--- config.mk ---
export PLATFORM = sky130hd
export DESIGN_NAME = disp_scan_ctrl
export DESIGN_NICKNAME = d
export VERILOG_FILES = /design/src/rtl/disp_pkg.sv /design/src/rtl/seg7_dec.sv /design/src/rtl/disp_scan_ctrl.sv
export SDC_FILE = /design/constraint.sdc
export NUM_CORES = 1
export LEC_CHECK = 0
export ABC_CLOCK_PERIOD_IN_PS = 3010
export BUFFER_PORTS_ARGS = -buffer_cell sky130_fd_sc_hd__buf_2
export CAP_MARGIN = 20
export CORE_MARGIN = 2
export CORE_UTILIZATION = 55
export CTS_BUF_LIST = sky130_fd_sc_hd__clkbuf_8 sky130_fd_sc_hd__clkbuf_16
export CTS_CLUSTER_DIAMETER = 40
export DETAILED_ROUTE_END_ITERATION = 16
export PLACE_DENSITY = 0.91
export SETUP_SLACK_MARGIN = 0.5
export SYNTH_ARGS = -nofsm -noshare
export SYNTH_HDL_FRONTEND = slang
export SYNTH_HIERARCHICAL = 1
export SYNTH_SLANG_ARGS = --single-unit
--- constraint.sdc ---
create_clock -name clk -period 3.01 [get_ports clk]
set_clock_uncertainty 0.1 [all_clocks]
set_input_delay 0.1505 -clock clk [delete_from_list [all_inputs] [get_ports clk]]
set_output_delay 0.1505 -clock clk [all_outputs]
set_load 0.05 [all_outputs]
--- src/rtl/disp_pkg.sv ---
// Shared definitions for the multiplexed dual-bank 7-segment scan controller:
// segment decode table, blank pattern and scan FSM encoding.
package disp_pkg;

  typedef enum logic [1:0] {
    ST_SHOW  = 2'd0,
    ST_BLANK = 2'd1,
    ST_FRAME = 2'd2
  } scan_state_e;

  localparam int unsigned NUM_POS   = 4;
  localparam logic [6:0]  SEG_BLANK = 7'b0000000;

  // Segment order a..g maps to bits 6..0; entry [9] is listed first.
  localparam logic [9:0][6:0] SEG_TABLE = {
    7'b1111011,  // 9
    7'b1111111,  // 8
    7'b1110000,  // 7
    7'b1011111,  // 6
    7'b1011011,  // 5
    7'b0110011,  // 4
    7'b1111001,  // 3
    7'b1101101,  // 2
    7'b0110000,  // 1
    7'b1111110   // 0
  };

endpackage

--- src/rtl/seg7_dec.sv ---
// Combinational BCD to 7-segment decoder; non-decimal codes A..F render blank.
module seg7_dec
  import disp_pkg::*;
(
  input  logic [3:0] bcd_i,
  output logic [6:0] seg_o
);

  always_comb begin
    seg_o = SEG_BLANK;
    if (bcd_i <= 4'd9) seg_o = SEG_TABLE[bcd_i];
  end

endmodule

--- src/rtl/disp_scan_ctrl.sv ---
// Lockstep scanner for a theoretical and a real 4-digit display bank, with
// frame-synchronous shadow update handshake and fully registered outputs.
module disp_scan_ctrl
  import disp_pkg::*;
#(
  parameter int unsigned DWELL = 10,
  parameter int unsigned BLANK = 1
) (
  input  logic        clk,
  input  logic        rst_n,
  input  logic        ctrl_dis,
  input  logic [15:0] the_bcd,
  input  logic [15:0] real_bcd,
  input  logic [3:0]  dis_the4,
  input  logic [3:0]  dis_real4,
  input  logic [13:0] dis_all,
  input  logic        upd_req,
  output logic        upd_ack,
  output logic [7:0]  dis_dig,
  output logic [13:0] dis_num,
  output logic [1:0]  dis_dp,
  output logic        frame_done
);

  localparam logic [7:0] DWELL_LAST = 8'(DWELL - 1);
  localparam logic [7:0] BLANK_LAST = (BLANK == 0) ? 8'd0 : 8'(BLANK - 1);
  localparam bit         HAS_BLANK  = (BLANK != 0);

  scan_state_e state_q, state_d;
  logic [1:0]  pos_q, pos_d;
  logic [7:0]  cnt_q, cnt_d;

  logic [15:0] the_q, the_d, real_q, real_d;
  logic [3:0]  dpt_q, dpt_d, dpr_q, dpr_d;

  logic [7:0]  dig_q, dig_d;
  logic [13:0] num_q, num_d;
  logic [1:0]  dp_q, dp_d;
  logic        ack_q, ack_d;
  logic        fd_q, fd_d;

  logic [6:0]  seg_the, seg_real;
  logic [3:0]  pos_oh;

  seg7_dec u_dec_the (
    .bcd_i (the_q[{pos_q, 2'b00} +: 4]),
    .seg_o (seg_the)
  );

  seg7_dec u_dec_real (
    .bcd_i (real_q[{pos_q, 2'b00} +: 4]),
    .seg_o (seg_real)
  );

  assign pos_oh = 4'b0001 << pos_q;

  // NOTE: every signal driven here gets a default first so no path can infer a latch.
  always_comb begin
    state_d = state_q;
    pos_d   = pos_q;
    cnt_d   = cnt_q + 8'd1;
    the_d   = the_q;
    real_d  = real_q;
    dpt_d   = dpt_q;
    dpr_d   = dpr_q;
    dig_d   = '0;
    num_d   = '0;
    dp_d    = '0;
    ack_d   = 1'b0;
    fd_d    = 1'b0;

    unique case (state_q)
      ST_SHOW: begin
        dig_d = {pos_oh, pos_oh};
        if (ctrl_dis) begin
          num_d = {seg_the, seg_real};
          dp_d  = {dpt_q[pos_q], dpr_q[pos_q]};
        end else begin
          num_d = dis_all;
        end
        if (cnt_q == DWELL_LAST) begin
          cnt_d = '0;
          if (HAS_BLANK) begin
            state_d = ST_BLANK;
          end else if (pos_q == 2'd0) begin
            state_d = ST_FRAME;
          end else begin
            pos_d = pos_q - 2'd1;
          end
        end
      end
      ST_BLANK: begin
        if (cnt_q == BLANK_LAST) begin
          cnt_d = '0;
          if (pos_q == 2'd0) begin
            state_d = ST_FRAME;
          end else begin
            state_d = ST_SHOW;
            pos_d   = pos_q - 2'd1;
          end
        end
      end
      ST_FRAME: begin
        fd_d    = 1'b1;
        state_d = ST_SHOW;
        pos_d   = 2'(NUM_POS - 1);
        cnt_d   = '0;
        // Only point where the shadow copy may change, so a frame never tears.
        if (upd_req) begin
          ack_d  = 1'b1;
          the_d  = the_bcd;
          real_d = real_bcd;
          dpt_d  = dis_the4;
          dpr_d  = dis_real4;
        end
      end
      default: begin
        state_d = ST_SHOW;
        pos_d   = 2'(NUM_POS - 1);
        cnt_d   = '0;
      end
    endcase
  end

  // NOTE: sequential state uses non-blocking assignments so all registers update together.
  always_ff @(posedge clk or negedge rst_n) begin
    if (!rst_n) begin
      state_q <= ST_SHOW;
      pos_q   <= 2'(NUM_POS - 1);
      cnt_q   <= '0;
      // NOTE: the shadow registers are reset too, so the display starts blank rather than random.
      the_q   <= 16'hFFFF;
      real_q  <= 16'hFFFF;
      dpt_q   <= '0;
      dpr_q   <= '0;
      dig_q   <= '0;
      num_q   <= '0;
      dp_q    <= '0;
      ack_q   <= 1'b0;
      fd_q    <= 1'b0;
    end else begin
      state_q <= state_d;
      pos_q   <= pos_d;
      cnt_q   <= cnt_d;
      the_q   <= the_d;
      real_q  <= real_d;
      dpt_q   <= dpt_d;
      dpr_q   <= dpr_d;
      dig_q   <= dig_d;
      num_q   <= num_d;
      dp_q    <= dp_d;
      ack_q   <= ack_d;
      fd_q    <= fd_d;
    end
  end

  assign dis_dig    = dig_q;
  assign dis_num    = num_q;
  assign dis_dp     = dp_q;
  assign upd_ack    = ack_q;
  assign frame_done = fd_q;

endmodule
### After elaboration in Yosys (flattened, before gate mapping)

Memory sizes are Yosys's and may differ from the RTL's.
Cells that the tools add are included.

| cells by class | value |
|---|---|
| reductions and logical operators | 6 |
| add/subtract/negate cells | 2 |
| magnitude comparators | 5 |
| bitwise gates (word level) | 1 |
| muxes and demuxes | 26 |
| equality and inequality tests | 6 |
| shift-type cells | 3 |

Operators with widths:

| operator | count |
|---|---|
| indexed part select 16 x 5 -> 4 bit | 2 |
| two-way mux 14 bit | 2 |
| two-way mux 7 bit | 4 |
| two-way mux 8 bit | 3 |
| case mux 8 bit (2 select lines) | 1 |
| two-way mux 2 bit | 7 |
| less-than comparator 4 x 5 -> 1 bit (second input constant) | 2 |
| adder 8 x 1 -> 8 bit (second input constant) | 1 |
| equality test 8 x 4 -> 1 bit (second input constant) | 1 |
| less-or-equal comparator 4 bit (second input constant) | 2 |
| logical NOT 8 bit | 1 |
| case mux 2 bit (2 select lines) | 2 |
| inequality test 2 bit (second input constant) | 3 |
| two-way mux 1 bit | 5 |
| binary-select mux 1 bit (select 2 bit) | 2 |
| logical NOT 2 bit | 2 |
| AND reduction 2 bit | 2 |
| left shift 1 x 2 -> 4 bit (first input constant) | 1 |
| less-than comparator 2 x 3 -> 1 bit (second input constant) | 1 |
| AND reduction 3 bit | 1 |
| equality test 2 x 1 -> 1 bit (second input constant) | 1 |
| equality test 2 bit (second input constant) | 1 |
| subtractor 2 x 1 -> 2 bit (second input constant) | 1 |
| inverter 1 bit | 1 |

| storage, ports and cells | value |
|---|---|
| flip-flop bits (word level) | 78 |
| memory bits (read-only) | 224 |
| word-level logic and storage cells | 63 |
| output and inout port bits | 26 |
| input bits | 58 |
| memories | 2 |

Memory list:

| memory | words | width | rd ports | clocked after memory_dff | write ports | line | text |
|---|---|---|---|---|---|---|---|
| (no name shown) | 16 | 7 | 1 | 0 | 0 | seg7_dec.sv:11 | `if (bcd_i <= 4'd9) seg_o = SEG_TABLE[bcd_i];` |
| (no name shown) | 16 | 7 | 1 | 0 | 0 | seg7_dec.sv:11 |  |

### Logic depth before layout (Yosys ltp)

| depth | value |
|---|---|
| word-level depth | 6 |
| mapped depth | 9 |

### Cells and area by module

Netlist, hierarchy kept.

Modules (own cells, without submodules):

| module | cells an instance | times used | area each (um^2) | sequential area each (um^2) |
|---|---|---|---|---|
| disp_scan_ctrl | 233 | 1 | 3484.6 | 1894.3 |
| seg7_dec | 26 | 2 | 193.9 | 0.0 |

### Worst setup path after synthesis

No wires, ideal clock.

| path | value |
|---|---|
| path type | register to register |
| start | register pos_q[0] |
| end | register num_q[10] (netlist: dis_num[10]) |
| cell stages (with the launch flop) | 10 |
| path slack | 0.569 ns |
| setup time | 0.072 ns |
| path buffers | 1 |
| data required time | 2.838 ns |
| period minus slack after synthesis | 2.441 ns |
| arrival time | 2.270 ns |
| cells stage by stage | dfstp_2 -> buf_4 -> mux4_2 -> inv_1 -> ha_1 -> o21bai_4 -> and2_4 -> a221oi_1 -> mux2i_1 -> nor2_1 |

| on the way | value |
|---|---|
| longest elaborated chain between the ends | 6 |
| elaborated cells between the ends (all ways) | 7 |
| those cells by class | order compare (1); shift (1); mux (4); memory (1) |

Ends and longest elaborated chain:

| element | line | text |
|---|---|---|
| from (decl) | disp_scan_ctrl.sv:30 | `logic [1:0] pos_q, pos_d;` |
| from (signal assigned) | disp_scan_ctrl.sv:129 | `pos_q <= 2'(NUM_POS - 1);` |
| from (signal assigned) | disp_scan_ctrl.sv:143 | `pos_q <= pos_d;` |
| indexed part select 16 x 5 -> 4 bit * | disp_scan_ctrl.sv:46 | `.bcd_i (the_q[{pos_q, 2'b00} +: 4]),` |
| memory (16 x 7 bit) | n/a |  |
| two-way mux 7 bit (not written as such) | seg7_dec.sv:11 |  |
| two-way mux 7 bit * | seg7_dec.sv:11 |  |
| via seg_the[3] | disp_scan_ctrl.sv:42 | `logic [6:0] seg_the, seg_real;` |
| two-way mux 14 bit * | disp_scan_ctrl.sv:75 | `if (ctrl_dis) begin` |
| two-way mux 14 bit * | disp_scan_ctrl.sv:72 | `unique case (state_q)` |
| via num_d[10] | disp_scan_ctrl.sv:37 | `logic [13:0] num_q, num_d;` |
| to (signal assigned) | disp_scan_ctrl.sv:150 | `num_q <= num_d;` |
| to (decl) | disp_scan_ctrl.sv:37 |  |

The timed path passes the listed nets; every way through them passes the cells marked *. The select of a mux whose other input is x is not followed.
A chain may end at the register's enable or synchronous reset.

### Final worst setup path

| path | value |
|---|---|
| start | register pos_q[0] |
| end | register num_q[13] (netlist: dis_num[13]) |

Same word-level chain as after synthesis.

==> out/qor.txt <==
Seq/Total Area, Yosys -> 48.92%
Worst Hold Launch -> ctrl_dis
Core area -> 6794 µm²
Post-route ant nets -> 0
Worst R2R Start -> pos_q[0]
Post-synthesis cell count -> 285
# IOs -> 84
Final Util -> 77.02%
Cells along the critical path -> buf_6 -> buf_6 -> mux4_2 -> o21bai_4 -> and2_4 -> a221oi_2 -> mux2i_1 -> nor2_1
Peak Freq -> 397.7 MHz
CP delay by family, top -> multiplexers
Slew Viols, Final -> 0
Initial antenna violation count -> 0
Post-synth EDFFs -> 0
Req. time, crit path -> 3.20 ns
Clock buffer depth -> 2
Clk slew on worst S/H paths -> 0.09 ns
Worst reg2reg path depth -> 8
Max-cap violations -> 0
Vias in the first global route -> 2849
Fraction of registers with async set/reset -> 100.0%
Tcrit/Tclk final -> 83.53%
First-pass GRT wire length -> 14.01 mm
Maximum VDD drop -> 0.3919 mV
Largest stage delay on the critical path -> 0.66 ns
ANT cells -> 0
Buf/Inv on CP -> 2
CTS tree -> yes
TritonCTS Buffers -> 9
Most used cell, CP -> buf_6
Final instance area -> 5233 µm²
Nature of the critical path startpoint -> register
Synthesized area per cell -> 13.59 µm²
Fin nets -> 507
CP max FO -> 7
Die height -> 87.91 µm
# setup viols final -> 0
Gr usage total -> 24.76%
Die Span X -> 87.91 µm
CP endpoint kind -> register
Wire per inst -> 19.01 µm
Yosys warns -> 6
H-tree depth -> 3
CP max stage cell -> dfstp_2
Drt pass-1 iters -> 4
Row cnt -> 30
DR vias -> 2914
Post-Synth Simple-Gate Area -> 9.596%
FF-to-FF End -> dis_num[13]
Reg2Reg Setup Slack -> 0.50 ns
Initial Utilization -> 57.00%
GPL Wtd Cong -> 0.7862
Gr ovfl total -> 0
Slew @ Worst Pin -> 0.8907 ns
Crit path DAT -> 2.71 ns
Most frequent cells in the layout -> buf_2 (82), dlygate4sd3_1 (55), dfrtp_1 (40), mux2_4 (39), dfstp_2 (33)
Worst setup path start -> pos_q[0]
Worst Hold Class -> in -> reg
Top_reg_cell synth -> dfrtp_1
Synth Area in Compound Gates -> 4.750%
RSZ-0062 raised after global routing -> true
Post-DP Area -> 4297 µm²
Worst slew margin -> 40.62%
Largest family of logic cells by synthesized area -> multiplexers
Full die area -> 7728 µm²
Share of cells above drive strength 1 -> 49.43%
Hold path depth -> 2
Hold EP -> dis_dp[0]
Layout area overhead -> 35.12%
CTS sink count -> 74
Seq cells post-synth -> 74
Critical path class -> reg -> reg
Post-Synth XOR/XNOR Area -> 0.6785%
Adder-cell share of the synthesized area -> 5.493%
Most common cell after layout, fill and taps aside -> buf_2
Drt initial violations -> 247
Worst skew pair latency -> 0.37 ns
Synth cell types -> 42
DR vias/cell -> 5.467
Setup_tns -> 0 ns
Status -> finished clean
Final min period -> 2.514 ns
Post-synthesis mux area share -> 25.88%
Hold_ws -> 0.1782 ns
Final Hold Fails -> 0
Pwr per Cell Area -> 432.3 nW/µm²
CP Depth -> 8
Final wirelength -> 10.13 mm
Clk root buf -> clkbuf_8
Synthesized area -> 3872 µm²
Pleak -> 2.589 nW
Largest net degree at the start of global routing -> 75
Post-DP HPWL -> 5.371 mm
DR DRC count -> 0
Syn_nets -> 360
Port Buffer Count -> 83
[metrics by stage]
stage | instances | setup slack (ns) | power [mW]
after detailed placement | 448 | 0.4287 | 1.395
after global routing | 533 | 0.4375 | 2.340
final | 533 | 0.4959 | 2.262
after global placement | 448 | 0.5500 | 1.382
after floorplan | 285 | 0.5686 | 1.288
after CTS | 522 | 0.5296 | 2.204
[cells in the mapped netlist, drive strengths merged (4+ instances only)]
cell type   n  share of area, %
nand2       6              0.78
a21oi       7              0.90
dfrtp      40                26
nor2b       4              0.84
dfstp      34                23
nor2       24               2.3
mux2i      18               4.7
mux4       10               5.8
ha         17               5.5
o21ai       7              0.90
a221oi      4              0.90
and2        6               1.1
buf        15               2.9
nor3        7               1.0
inv        16               1.6
mux2       40                15
nand3       4              0.52
[worst max path at each step]
stage,end,slack [ns]
after floorplan,dis_num[10],0.57
after global placement,dis_num[6],0.55
after detailed placement,dis_num[13],0.43
after CTS,dis_num[13],0.53
after global routing,dis_num[2],0.44
final,dis_num[13],0.50
[state kept, by name (all words and copies together) (netlist names), 4 cells and up]
| signal | count |
|---|---|
| real_q | 16 |
| the_q | 16 |
| dis_num | 14 |
| cnt_q | 8 |
| dis_dig | 4 |
| dpr_q | 4 |
| dpt_q | 4 |
[area by class of cell]
type,instances,area (µm²)
flip-flops and latches,74,1898
multi-input cells,178,1866
clock inverters,4,21.27
clock buffers,12,176.4
inverters,16,62.56
repair buffers,153,1089
fillers,378,1562
well taps,96,120.1
[routing by layer]
metal | track usage, % | routed length [µm] | up-vias
met4 | 14.27 | 376 | 0
met3 | 5.655 | 548 | 36
li1 | - | - | 1287
met1 | 30.45 | 3950 | 1455
met5 | 0 | 0 | -
met2 | 40.22 | 5257 | 136
[repair_timing]
action                                  4_1_cts  5_1_grt
hold endpoints to repair                     94        0
hold buffers                                 55        0
buffers inserted                              3       11
endpoints found under the setup margin        4        8
resized for setup                             0       18
pin swaps                                     0        4
gates cloned                                  0        0
[where the power goes]
part	internal [mW]	switching, mW	total [mW]
registers	1.06	0.0251	1.08
logic	0.185	0.209	0.394
clock network	0.392	0.392	0.784
[kinds of logic after synthesis]
group | Yosys count
fa+ha+maj | 17
compound gates | 25
flops | 74
xor+xnor | 3
buf+inv | 33
mux | 68
simple gates | 65
Power figures use the tool's default switching activity.
